[config.mk]
export PLATFORM = sky130hd
export DESIGN_NAME = xbar_rr_scheduler
export DESIGN_NICKNAME = d
export VERILOG_FILES = /design/src/rtl/xbar_pkg.sv /design/src/rtl/xbar_rr_scheduler_rr_arbiter.sv /design/src/rtl/xbar_rr_scheduler.sv
export SDC_FILE = /design/constraint.sdc
export NUM_CORES = 1
export LEC_CHECK = 0
export ABC_CLOCK_PERIOD_IN_PS = 9200
export CAP_MARGIN = 5
export CORE_MARGIN = 2
export CORE_UTILIZATION = 45
export DETAILED_ROUTE_END_ITERATION = 8
export GPL_TIMING_DRIVEN = 0
export PLACE_DENSITY = 0.73
export SETUP_SLACK_MARGIN = 0.05
export SYNTH_ARGS = -nofsm -noshare
export SYNTH_HDL_FRONTEND = slang
export SYNTH_SLANG_ARGS = --single-unit
export TNS_END_PERCENT = 100
[constraint.sdc]
create_clock -name clk -period 9.2 [get_ports clk]
set_input_delay 1.84 -clock clk [delete_from_list [all_inputs] [get_ports clk]]
set_output_delay 1.84 -clock clk [all_outputs]
set_load 0.02 [all_outputs]
[src/rtl/xbar_pkg.sv]
// Shared types and helpers for the crossbar round-robin scheduler.
// Holds the destination decode so every user maps header codes the same way.
package xbar_pkg;

  localparam int MAX_PORTS = 8;
  localparam int MAX_SEL_W = 4;

  typedef logic [MAX_SEL_W-1:0] dest_t;
  typedef logic [MAX_SEL_W-1:0] sel_t;

  localparam sel_t SEL_NONE = '0;

  typedef enum logic {
    SCHED = 1'b0,
    HOLD  = 1'b1
  } sched_state_e;

  typedef struct packed {
    logic       drop;
    logic [2:0] out_idx;
  } dest_dec_t;

  // Map a destination code to an output: 0 goes to the default output,
  // 1..num_ports address output code-1, anything larger is discarded.
  function automatic dest_dec_t decode_dest(input dest_t hdr, input int num_ports,
                                            input int default_out);
    dest_dec_t r;
    r.drop    = 1'b0;
    r.out_idx = '0;
    if (hdr == '0) begin
      r.out_idx = 3'(default_out);
    end else if (int'(hdr) <= num_ports) begin
      r.out_idx = 3'(int'(hdr) - 1);
    end else begin
      r.drop = 1'b1;
    end
    return r;
  endfunction

endpackage

[src/rtl/xbar_rr_scheduler_rr_arbiter.sv]
// Combinational round-robin arbiter for one crossbar output.
// The winner is the first requester at or after ptr, scanning cyclically;
// next_ptr points one past the winner, or stays at ptr when nothing is granted.
module rr_arbiter #(
  parameter int NUM_REQ = 3,
  parameter int IDX_W   = $clog2(NUM_REQ)
) (
  input  logic [NUM_REQ-1:0] req,
  input  logic [IDX_W-1:0]   ptr,
  input  logic               grant_cycle,
  output logic [NUM_REQ-1:0] gnt,
  output logic [IDX_W-1:0]   gnt_idx,
  output logic               valid,
  output logic [IDX_W-1:0]   next_ptr
);

  int idx;

  // Cyclic priority search starting at the pointer.
  always_comb begin
    idx      = 0;
    gnt      = '0;
    gnt_idx  = '0;
    valid    = 1'b0;
    next_ptr = ptr;
    for (int k = 0; k < NUM_REQ; k++) begin
      idx = (int'(ptr) + k) % NUM_REQ;
      if (!valid && grant_cycle && req[idx]) begin
        valid    = 1'b1;
        gnt[idx] = 1'b1;
        gnt_idx  = IDX_W'(idx);
        next_ptr = IDX_W'((idx + 1) % NUM_REQ);
      end
    end
  end

endmodule

[src/rtl/xbar_rr_scheduler.sv]
// Crossbar scheduler: decodes each input FIFO head header, arbitrates each
// output round-robin, and drives mux selects, output enables and FIFO pops.
// Optional per-output grant and drop statistics are built when the macro
// SCHED_STATS_EN is defined.
//
// Handshake: an input presents a valid header whenever in_usedw != 0; the
// header is consumed exactly when rdreq pulses for one cycle, and inputs are
// not sampled again until the grant window has closed.
module xbar_rr_scheduler
  import xbar_pkg::*;
#(
  parameter int NUM_PORTS   = 3,
  parameter int DATA_W      = 32,
  parameter int USEDW_W     = 2,
  parameter int XFER_CYCLES = 1,
  parameter int DEFAULT_OUT = 1,
  localparam int DEST_W     = $clog2(NUM_PORTS + 1),
  localparam int SEL_W      = $clog2(NUM_PORTS + 1),
  localparam int IDX_W      = $clog2(NUM_PORTS),
  localparam int CNT_W      = 5
) (
  input  logic                         clk,
  input  logic                         reset,
  input  logic [NUM_PORTS*DATA_W-1:0]  in_hdr,
  input  logic [NUM_PORTS*USEDW_W-1:0] in_usedw,
  output logic [NUM_PORTS*SEL_W-1:0]   sel,
  output logic [NUM_PORTS-1:0]         en,
  output logic [NUM_PORTS-1:0]         rdreq,
`ifdef SCHED_STATS_EN
  output logic [NUM_PORTS*16-1:0]      grant_cnt,
  output logic [15:0]                  drop_cnt,
`endif
  output logic                         busy,
  output logic                         dbg_state
);

  sched_state_e state_q, state_d;
  logic [CNT_W-1:0] cnt_q, cnt_d;
  logic [NUM_PORTS*SEL_W-1:0] sel_d;
  logic [NUM_PORTS-1:0] en_d, rdreq_d;
  logic busy_d;

  dest_dec_t dec [NUM_PORTS];
  logic [NUM_PORTS-1:0] in_valid, in_drop;
  logic [NUM_PORTS-1:0] req_mat [NUM_PORTS];
  logic [NUM_PORTS-1:0] gnt [NUM_PORTS];
  logic [IDX_W-1:0] gnt_idx [NUM_PORTS];
  logic [IDX_W-1:0] rr_q [NUM_PORTS];
  logic [IDX_W-1:0] rr_next [NUM_PORTS];
  logic [IDX_W-1:0] rr_d [NUM_PORTS];
  logic [NUM_PORTS-1:0] gnt_valid;

  // Only the destination field of each header matters to scheduling.
  logic unused_hdr;
  assign unused_hdr = ^in_hdr;

  assign dbg_state = state_q;

  // Decode each head header into a destination or a discard.
  always_comb begin
    for (int i = 0; i < NUM_PORTS; i++) begin
      dec[i]      = decode_dest(dest_t'(in_hdr[i*DATA_W +: DEST_W]), NUM_PORTS, DEFAULT_OUT);
      in_valid[i] = in_usedw[i*USEDW_W +: USEDW_W] != '0;
      in_drop[i]  = in_valid[i] & dec[i].drop;
    end
  end

  // Transpose per-input destinations into per-output request vectors.
  always_comb begin
    for (int o = 0; o < NUM_PORTS; o++) begin
      for (int i = 0; i < NUM_PORTS; i++) begin
        req_mat[o][i] = in_valid[i] & ~dec[i].drop & (dec[i].out_idx == 3'(o));
      end
    end
  end

  for (genvar o = 0; o < NUM_PORTS; o++) begin : g_arb
    rr_arbiter #(.NUM_REQ(NUM_PORTS)) u_arb (
      .req         (req_mat[o]),
      .ptr         (rr_q[o]),
      .grant_cycle (state_q == SCHED),
      .gnt         (gnt[o]),
      .gnt_idx     (gnt_idx[o]),
      .valid       (gnt_valid[o]),
      .next_ptr    (rr_next[o])
    );
  end

  // Next-state and registered-output logic for the SCHED/HOLD FSM.
  always_comb begin
    state_d = state_q;
    cnt_d   = cnt_q;
    sel_d   = sel;
    en_d    = en;
    rdreq_d = '0;
    busy_d  = busy;
    rr_d    = rr_q;
    case (state_q)
      SCHED: begin
        sel_d  = '0;
        en_d   = '0;
        busy_d = 1'b0;
        for (int o = 0; o < NUM_PORTS; o++) begin
          if (gnt_valid[o]) begin
            en_d[o]                 = 1'b1;
            sel_d[o*SEL_W +: SEL_W] = SEL_W'(gnt_idx[o]) + SEL_W'(1);
            rdreq_d                 = rdreq_d | gnt[o];
          end
        end
        // Bad destinations are popped and discarded without an enable.
        rdreq_d = rdreq_d | in_drop;
        if (|rdreq_d) begin
          state_d = HOLD;
          cnt_d   = CNT_W'(XFER_CYCLES - 1);
          busy_d  = 1'b1;
          rr_d    = rr_next;
        end
      end
      HOLD: begin
        if (cnt_q == '0) begin
          state_d = SCHED;
          sel_d   = '0;
          en_d    = '0;
          busy_d  = 1'b0;
        end else begin
          cnt_d = cnt_q - CNT_W'(1);
        end
      end
      default: state_d = SCHED;
    endcase
  end

  // State, grant outputs and round-robin pointers.
  always_ff @(posedge clk) begin
    if (reset) begin
      state_q <= SCHED;
      cnt_q   <= '0;
      sel     <= '0;
      en      <= '0;
      rdreq   <= '0;
      busy    <= 1'b0;
      for (int o = 0; o < NUM_PORTS; o++) rr_q[o] <= '0;
    end else begin
      state_q <= state_d;
      cnt_q   <= cnt_d;
      sel     <= sel_d;
      en      <= en_d;
      rdreq   <= rdreq_d;
      busy    <= busy_d;
      for (int o = 0; o < NUM_PORTS; o++) rr_q[o] <= rr_d[o];
    end
  end

`ifdef SCHED_STATS_EN
  logic [16:0] drop_sum;

  // Saturating sum of discarded pops this cycle.
  always_comb begin
    drop_sum = {1'b0, drop_cnt};
    for (int i = 0; i < NUM_PORTS; i++) drop_sum = drop_sum + 17'(in_drop[i]);
    if (drop_sum > 17'h0FFFF) drop_sum = 17'h0FFFF;
  end

  // Grant and drop counters, updated only on scheduling edges.
  always_ff @(posedge clk) begin
    if (reset) begin
      grant_cnt <= '0;
      drop_cnt  <= '0;
    end else if (state_q == SCHED) begin
      for (int o = 0; o < NUM_PORTS; o++) begin
        if (gnt_valid[o] && grant_cnt[o*16 +: 16] != 16'hFFFF)
          grant_cnt[o*16 +: 16] <= grant_cnt[o*16 +: 16] + 16'd1;
      end
      drop_cnt <= drop_sum[15:0];
    end
  end
`else
  // Statistics counters are not built in this configuration.
`endif

endmodule

Word-level counts from Yosys, hierarchy flattened
Index checks and enable logic that the tools add are counted.
Word-level totals
  register bits after elaboration: 25
  latch bits: 0
  memory bits (writable): 0
  ROM bits: 0
  word-level logic and storage cells: 251
  memories kept: 0
Operators by class
  $add $sub $neg: 22
  multiply operators: 0
  divide/modulo/power cells: 18
  magnitude comparators: 18
  equality and inequality tests: 9
  shift operators: 0
  mux-type cells: 108
  bitwise operators: 18
  reductions and logical operators: 49
Operator list (count)
  modulo 32 x 3 -> 32 bit (second input constant): 15
  adder 32 x 2 -> 32 bit (second input constant): 9
  >= comparator 32 x 1 -> 1 bit (second input constant): 9
  < comparator 32 x 4 -> 1 bit (second input constant): 9
  modulo 3 x 3 -> 32 bit (second input constant): 3
  two-way mux 3 bit: 19
  two-way mux 1 bit: 42
  two-way mux 2 bit: 21
  logical AND 1 bit: 24
  OR 3 bit: 8
  binary-select mux 1 bit (select 2 bit): 9
  demux 1 bit (select 2 bit): 9
  one-hot mux 6 bit (2 select lines): 1
  two-way mux 5 bit: 2
  one-hot mux 5 bit (2 select lines): 1
  adder 2 x 1 -> 3 bit (second input constant): 3
  adder 2 x 2 -> 3 bit (second input constant): 3
  bitwise AND 1 bit: 9
  == test 3 x 1 -> 1 bit (second input constant): 3
  == test 3 x 2 -> 1 bit (second input constant): 3
  zero test 3 bit: 3
  AND reduction 3 bit: 3
  nonzero test 3 bit: 3
  subtractor 2 x 1 -> 3 bit (second input constant): 3
  other kinds (15): 28

Logic depth before layout (Yosys ltp)
  word-level depth: 28
  gate-level depth with buffers: 42
  mapped depth without buffers: 38

Worst setup path before layout
OpenSTA, ideal clock, no wires.
  path type: input to register
  start point: input in_usedw[3]
  end point: register rr_q[2] (netlist bit)
  setup time: 0.122 ns
  arrival time: 8.455 ns
  data required time: 9.078 ns
  setup slack: 0.623 ns
  stages on the path: 37
  buffers on the path: 1
  cells stage by stage: o21ba_2 mux2i_1 o21ai_1 a2111oi_0 nor3_1 inv_1 ha_1 clkbuf_1 nor2_1 nand4_1 o41ai_1 o31a_1 xnor2_1 or3_1 a221oi_2 a32oi_1 inv_1 ha_1 inv_1 o21ai_0 a21oi_1 xnor2_1 ha_1 nor2_1 o21ai_0 a41oi_1 mux2i_1 a21oi_1 xnor2_1 ha_1 nor2b_1 o21ai_0 o21ai_0 nand4bb_1 o2bb2ai_1 nor4_1 a221o_1
Between the ends
  cells in the longest elaborated chain, start to end: 25
RTL lines
  start, declared: RTL line xbar_rr_scheduler.sv:25  | input logic [NUM_PORTS*USEDW_W-1:0] in_usedw,
  nonzero test 2 bit *: RTL line xbar_rr_scheduler.sv:63  | in_valid[i] = in_usedw[i*USEDW_W +: USEDW_W] != '0;
  bitwise AND 1 bit: RTL line xbar_rr_scheduler.sv:72  | req_mat[o][i] = in_valid[i] & ~dec[i].drop & (dec[i].out_idx == 3'(o));
  binary-select mux 1 bit (select 2 bit): RTL line xbar_rr_scheduler_rr_arbiter.sv:28  | if (!valid && grant_cycle && req[idx]) begin
  two-way mux 1 bit (implied by the code) (2 in a row): RTL line xbar_rr_scheduler_rr_arbiter.sv:28
  logical AND 1 bit: RTL line xbar_rr_scheduler_rr_arbiter.sv:28
  two-way mux 1 bit: RTL line xbar_rr_scheduler_rr_arbiter.sv:28
  zero test 1 bit: RTL line xbar_rr_scheduler_rr_arbiter.sv:28
  logical AND 1 bit (2 in a row): RTL line xbar_rr_scheduler_rr_arbiter.sv:28
  [... 7 more ...]
  OR 3 bit: RTL line xbar_rr_scheduler.sv:107  | rdreq_d = rdreq_d | gnt[o];
  two-way mux 3 bit: RTL line xbar_rr_scheduler.sv:104  | if (gnt_valid[o]) begin
  two-way mux 3 bit: RTL line xbar_rr_scheduler.sv:98  | case (state_q)
  OR 3 bit: RTL line xbar_rr_scheduler.sv:107
  two-way mux 3 bit: RTL line xbar_rr_scheduler.sv:104
  two-way mux 3 bit: RTL line xbar_rr_scheduler.sv:98
  OR reduction 3 bit: RTL line xbar_rr_scheduler.sv:112  | if (|rdreq_d) begin
  AND reduction 3 bit (no line)
  end, declared: RTL line xbar_rr_scheduler.sv:48  | logic [IDX_W-1:0] rr_q [NUM_PORTS];
Mark *: on every way between the ends. The rest lies on a longest branch, timed or not. The select of a mux whose other input is x is not followed.
A chain may end at the register's enable or synchronous reset.

Worst setup path after layout
  start point: input in_hdr[33]
  end point: register rr_q[5] (netlist bit)
Between the ends
  cells in the longest elaborated chain, start to end: 27
RTL lines
  start, declared: RTL line xbar_rr_scheduler.sv:24  | input logic [NUM_PORTS*DATA_W-1:0] in_hdr,
  subtractor 2 x 1 -> 3 bit or zero test 2 bit (tied branches): RTL line xbar_pkg.sv:33, xbar_pkg.sv:30
  two-way mux 3 bit *: RTL line xbar_pkg.sv:30  | if (hdr == '0) begin
  zero test 3 bit: RTL line xbar_rr_scheduler.sv:72
  bitwise AND 1 bit: RTL line xbar_rr_scheduler.sv:72
  binary-select mux 1 bit (select 2 bit): RTL line xbar_rr_scheduler_rr_arbiter.sv:28
  two-way mux 1 bit (implied by the code) (2 in a row): RTL line xbar_rr_scheduler_rr_arbiter.sv:28
  logical AND 1 bit: RTL line xbar_rr_scheduler_rr_arbiter.sv:28
  two-way mux 1 bit: RTL line xbar_rr_scheduler_rr_arbiter.sv:28
  [... 10 more ...]
  OR 3 bit: RTL line xbar_rr_scheduler.sv:107
  two-way mux 3 bit: RTL line xbar_rr_scheduler.sv:104
  two-way mux 3 bit: RTL line xbar_rr_scheduler.sv:98
  OR 3 bit: RTL line xbar_rr_scheduler.sv:107
  two-way mux 3 bit: RTL line xbar_rr_scheduler.sv:104
  two-way mux 3 bit: RTL line xbar_rr_scheduler.sv:98
  OR reduction 3 bit: RTL line xbar_rr_scheduler.sv:112
  AND reduction 3 bit (no line)
Marks and branches as above.

==> results.ini <==
[status]
status = finished, final reports clean

[sta]
skew_ns = 0.002181
hold_viol = 0
slew_viol_final = 0
max_freq_mhz = 113.6
setup_viol = 0
tightestPinTransition_ns = 1.077
period_share = 0.9572
timing.hold.ws_ns = 0.4625
rsz0062_at_grt = no
relSlewSlack = 0.2766
period_minus_slack_ns = 8.806
finalSetupTns_ns = 0

[critical_path]
path_class = primary input to register
crit_path_max_incr_delay_ns = 0.57
cp-start-kind = primary input
crit_arrival_ns = 8.94
crit_slowest_cell = clkdlybuf4s50_1
cp_max_fo = 10
endpoint_kind = register
crit_required_ns = 9.33
critPathMostFrequentCell = ha_1
r2r_cells = 38

[power]
leakagePower_uw = 0.002552
finalPower_uw = 2383
ir_drop_uv = 337.3
power_density_nw_per_um2 = 379.8

[cells_and_area]
finalNonFillerCells = 907
fillers = 1052
syn_to_final_growth_pct = 18.75
drive_gt1_frac = 0.1479
n_antenna_cell = 0
layout.nets = 919

[floorplan]
die-area_um2 = 12620
ioPinCount = 118
design.core.area_um2 = 11420
floorplan.initialDensity = 0.4627
die_h_um = 112.4
die_width_um = 112.4
num_rows = 39

[yosys]
synth_area_leaders = ha_1, dfxtp_1, nor2_1
synth_warnings = 0
async_flop_share = 0
synth.most_common_cell = nor2_1
syn-num-nets = 874
ys_ff_latch = 25
yosys-top-cells-count = nor2_1, ha_1, nand2_1
synth-edff-count = 0
avgSynthCellArea_um2 = 7.339
yosys_most_used_dff = dfxtp_1
synthCells = 720
synth_top_cell_area_share = 0.1184
ys_types = 101
synth_area_leader_cell = ha_1
seq_area_frac_synth = 0.09472
synth_area_um2 = 5284

[clocking]
clkSinkCount = 25
holdBufCountCts = 0
cts_root_buf = clkbuf_16
cts_buffers = 3
clock_latency_ns = 0.27
cts_tree = yes
h-tree-depth = 1
cts.clk_slew.worst_paths_ns = 0.07
cts_buffer_depth = 2

[global_routing]
antenna_found_initial = 0
grt-ovfl-total = 0
grt_first_pass_wirelength_mm = 25.36
grtUsageTotal = 0.2305
grt_max_degree = 17
first_global_vias = 5450

[detailed_routing]
dr.pass1.iters = 6
vias_per_cell = 6.480
num_vias = 5877
drc_errors = 0
drt-initial-drc-count = 439
ant_nets = 0
detail_route.wl_per_cell_um = 16.97
routed_wl_mm = 15.39

[run]
maxCapViolations = 0

[worst_hold_path]
hp-class = register to register
whs_path_depth = 2

[placement]
placed_cells = 889
port_buffers = 26
dp_hpwl_mm = 11.56
place_congestion = 0.9743

[per-stage QoR]
step / utilization / instance area, µm² / worst slack, ns
4_1_cts: 0.5232 / 5974 / 0.04045
3_3_place_gp: 0.5012 / 5723 / -1.238
6_report: 0.5495 / 6275 / 0.3936
3_5_place_dp: 0.5012 / 5723 / -1.555
2_1_floorplan: - / 5284 / 0.6228
5_1_grt: 0.5495 / 6275 / 0.02859
[path summary, 6_finish.rpt]
path / from / end / slack [ns]
hold reg to reg: sel[0] / sel[0] / 0.46
setup / recovery: in_hdr[33] / rr_q[5] / 0.39
setup reg to reg: rr_q[3] / rr_q[2] / 1.23
hold / removal: sel[0] / sel[0] / 0.46
[cell families (layout without fill, tap and decap cells)]
group / after synthesis / in the layout / share of synthesized area
buffers and inverters: 78 / 122 / 0.06133
DFF: 25 / 25 / 0.09472
muxes: 27 / 27 / 0.05375
and+or+nand+nor: 276 / 276 / 0.2787
AOI/OAI and AO/OA: 229 / 229 / 0.3235
xor gates and xnor gates: 35 / 35 / 0.06962
adders and majority gates: 50 / 50 / 0.1184
[layer usage]
metal  vias up  track usage  part of all wire  wire length (µm)
met5         -            0                 0                 0
met2       235       0.4141              0.50              7625
met3        35      0.01134             0.050               773
li1       2833            -                 -                 -
met1      2774       0.2997              0.43              6673
met4         0      0.06667             0.020               315
[placed cells by master, fill, tap and decap left out, drive strengths merged, types with 7 or more instances in the layout]
cell and n:
o31ai 10, dfxtp 25, inv 47, nor2 66, mux2i 19, a21o 11
nor3 40, mux2 8, a211oi 13, ha 50, or3 11, buf 28
a31oi 12, nor4 17, nand2 46, o211ai 10, clkbuf 20, or4 7
xnor2 27, nand2b 12, nand3 20, o22ai 7, and2 11, a21oi 40
dlymetal6s2s 11, and3 8, nor2b 9, o21ai 37, clkdlybuf4s50 15
[layout make-up]
type | count | area [µm²] | area share
Buffer | 30 | 148.9 | 0.02373
Clock buffer | 3 | 75.07 | 0.01196
Clock inverter | 1 | 8.758 | 0.001396
Inverter | 47 | 176.4 | 0.02812
Multi-Input combinational cell | 617 | 4786 | 0.7627
Sequential cell | 25 | 500.5 | 0.07976
Tap cell | 143 | 178.9 | 0.02851
Timing Repair Buffer | 41 | 400.4 | 0.06381
[power breakdown]
group	switching (µW)	total [µW]	internal [µW]
combinational	1200	2120	913
sequential	23.5	162	139
clock	44.2	104	60.2
[timing repair]
action / CTS / global route
cloned: 0 / 0
gates resized for setup: 28 / 47
pin swaps: 4 / 11
endpoints found under the setup margin: 4 / 6
setup buffers: 5 / 10
[sequential cells by signal, summed over array words and instances, names as in the netlist]
name       cells
rr_q           6
sel            6
cnt_q          5
en             3
rdreq          3
busy           1
dbg_state      1
[critical path: cells and delay by family]
family                     cells  cell delay (ns)
adders and majority gates      4             0.92
buffers and inverters          7             1.50
muxes                          1             0.31
and+or+nand+nor               12             2.99
xor gates and xnor gates       2             0.22
AOI/OAI and AO/OA              7             1.16
(Power assumes the default switching activity.)
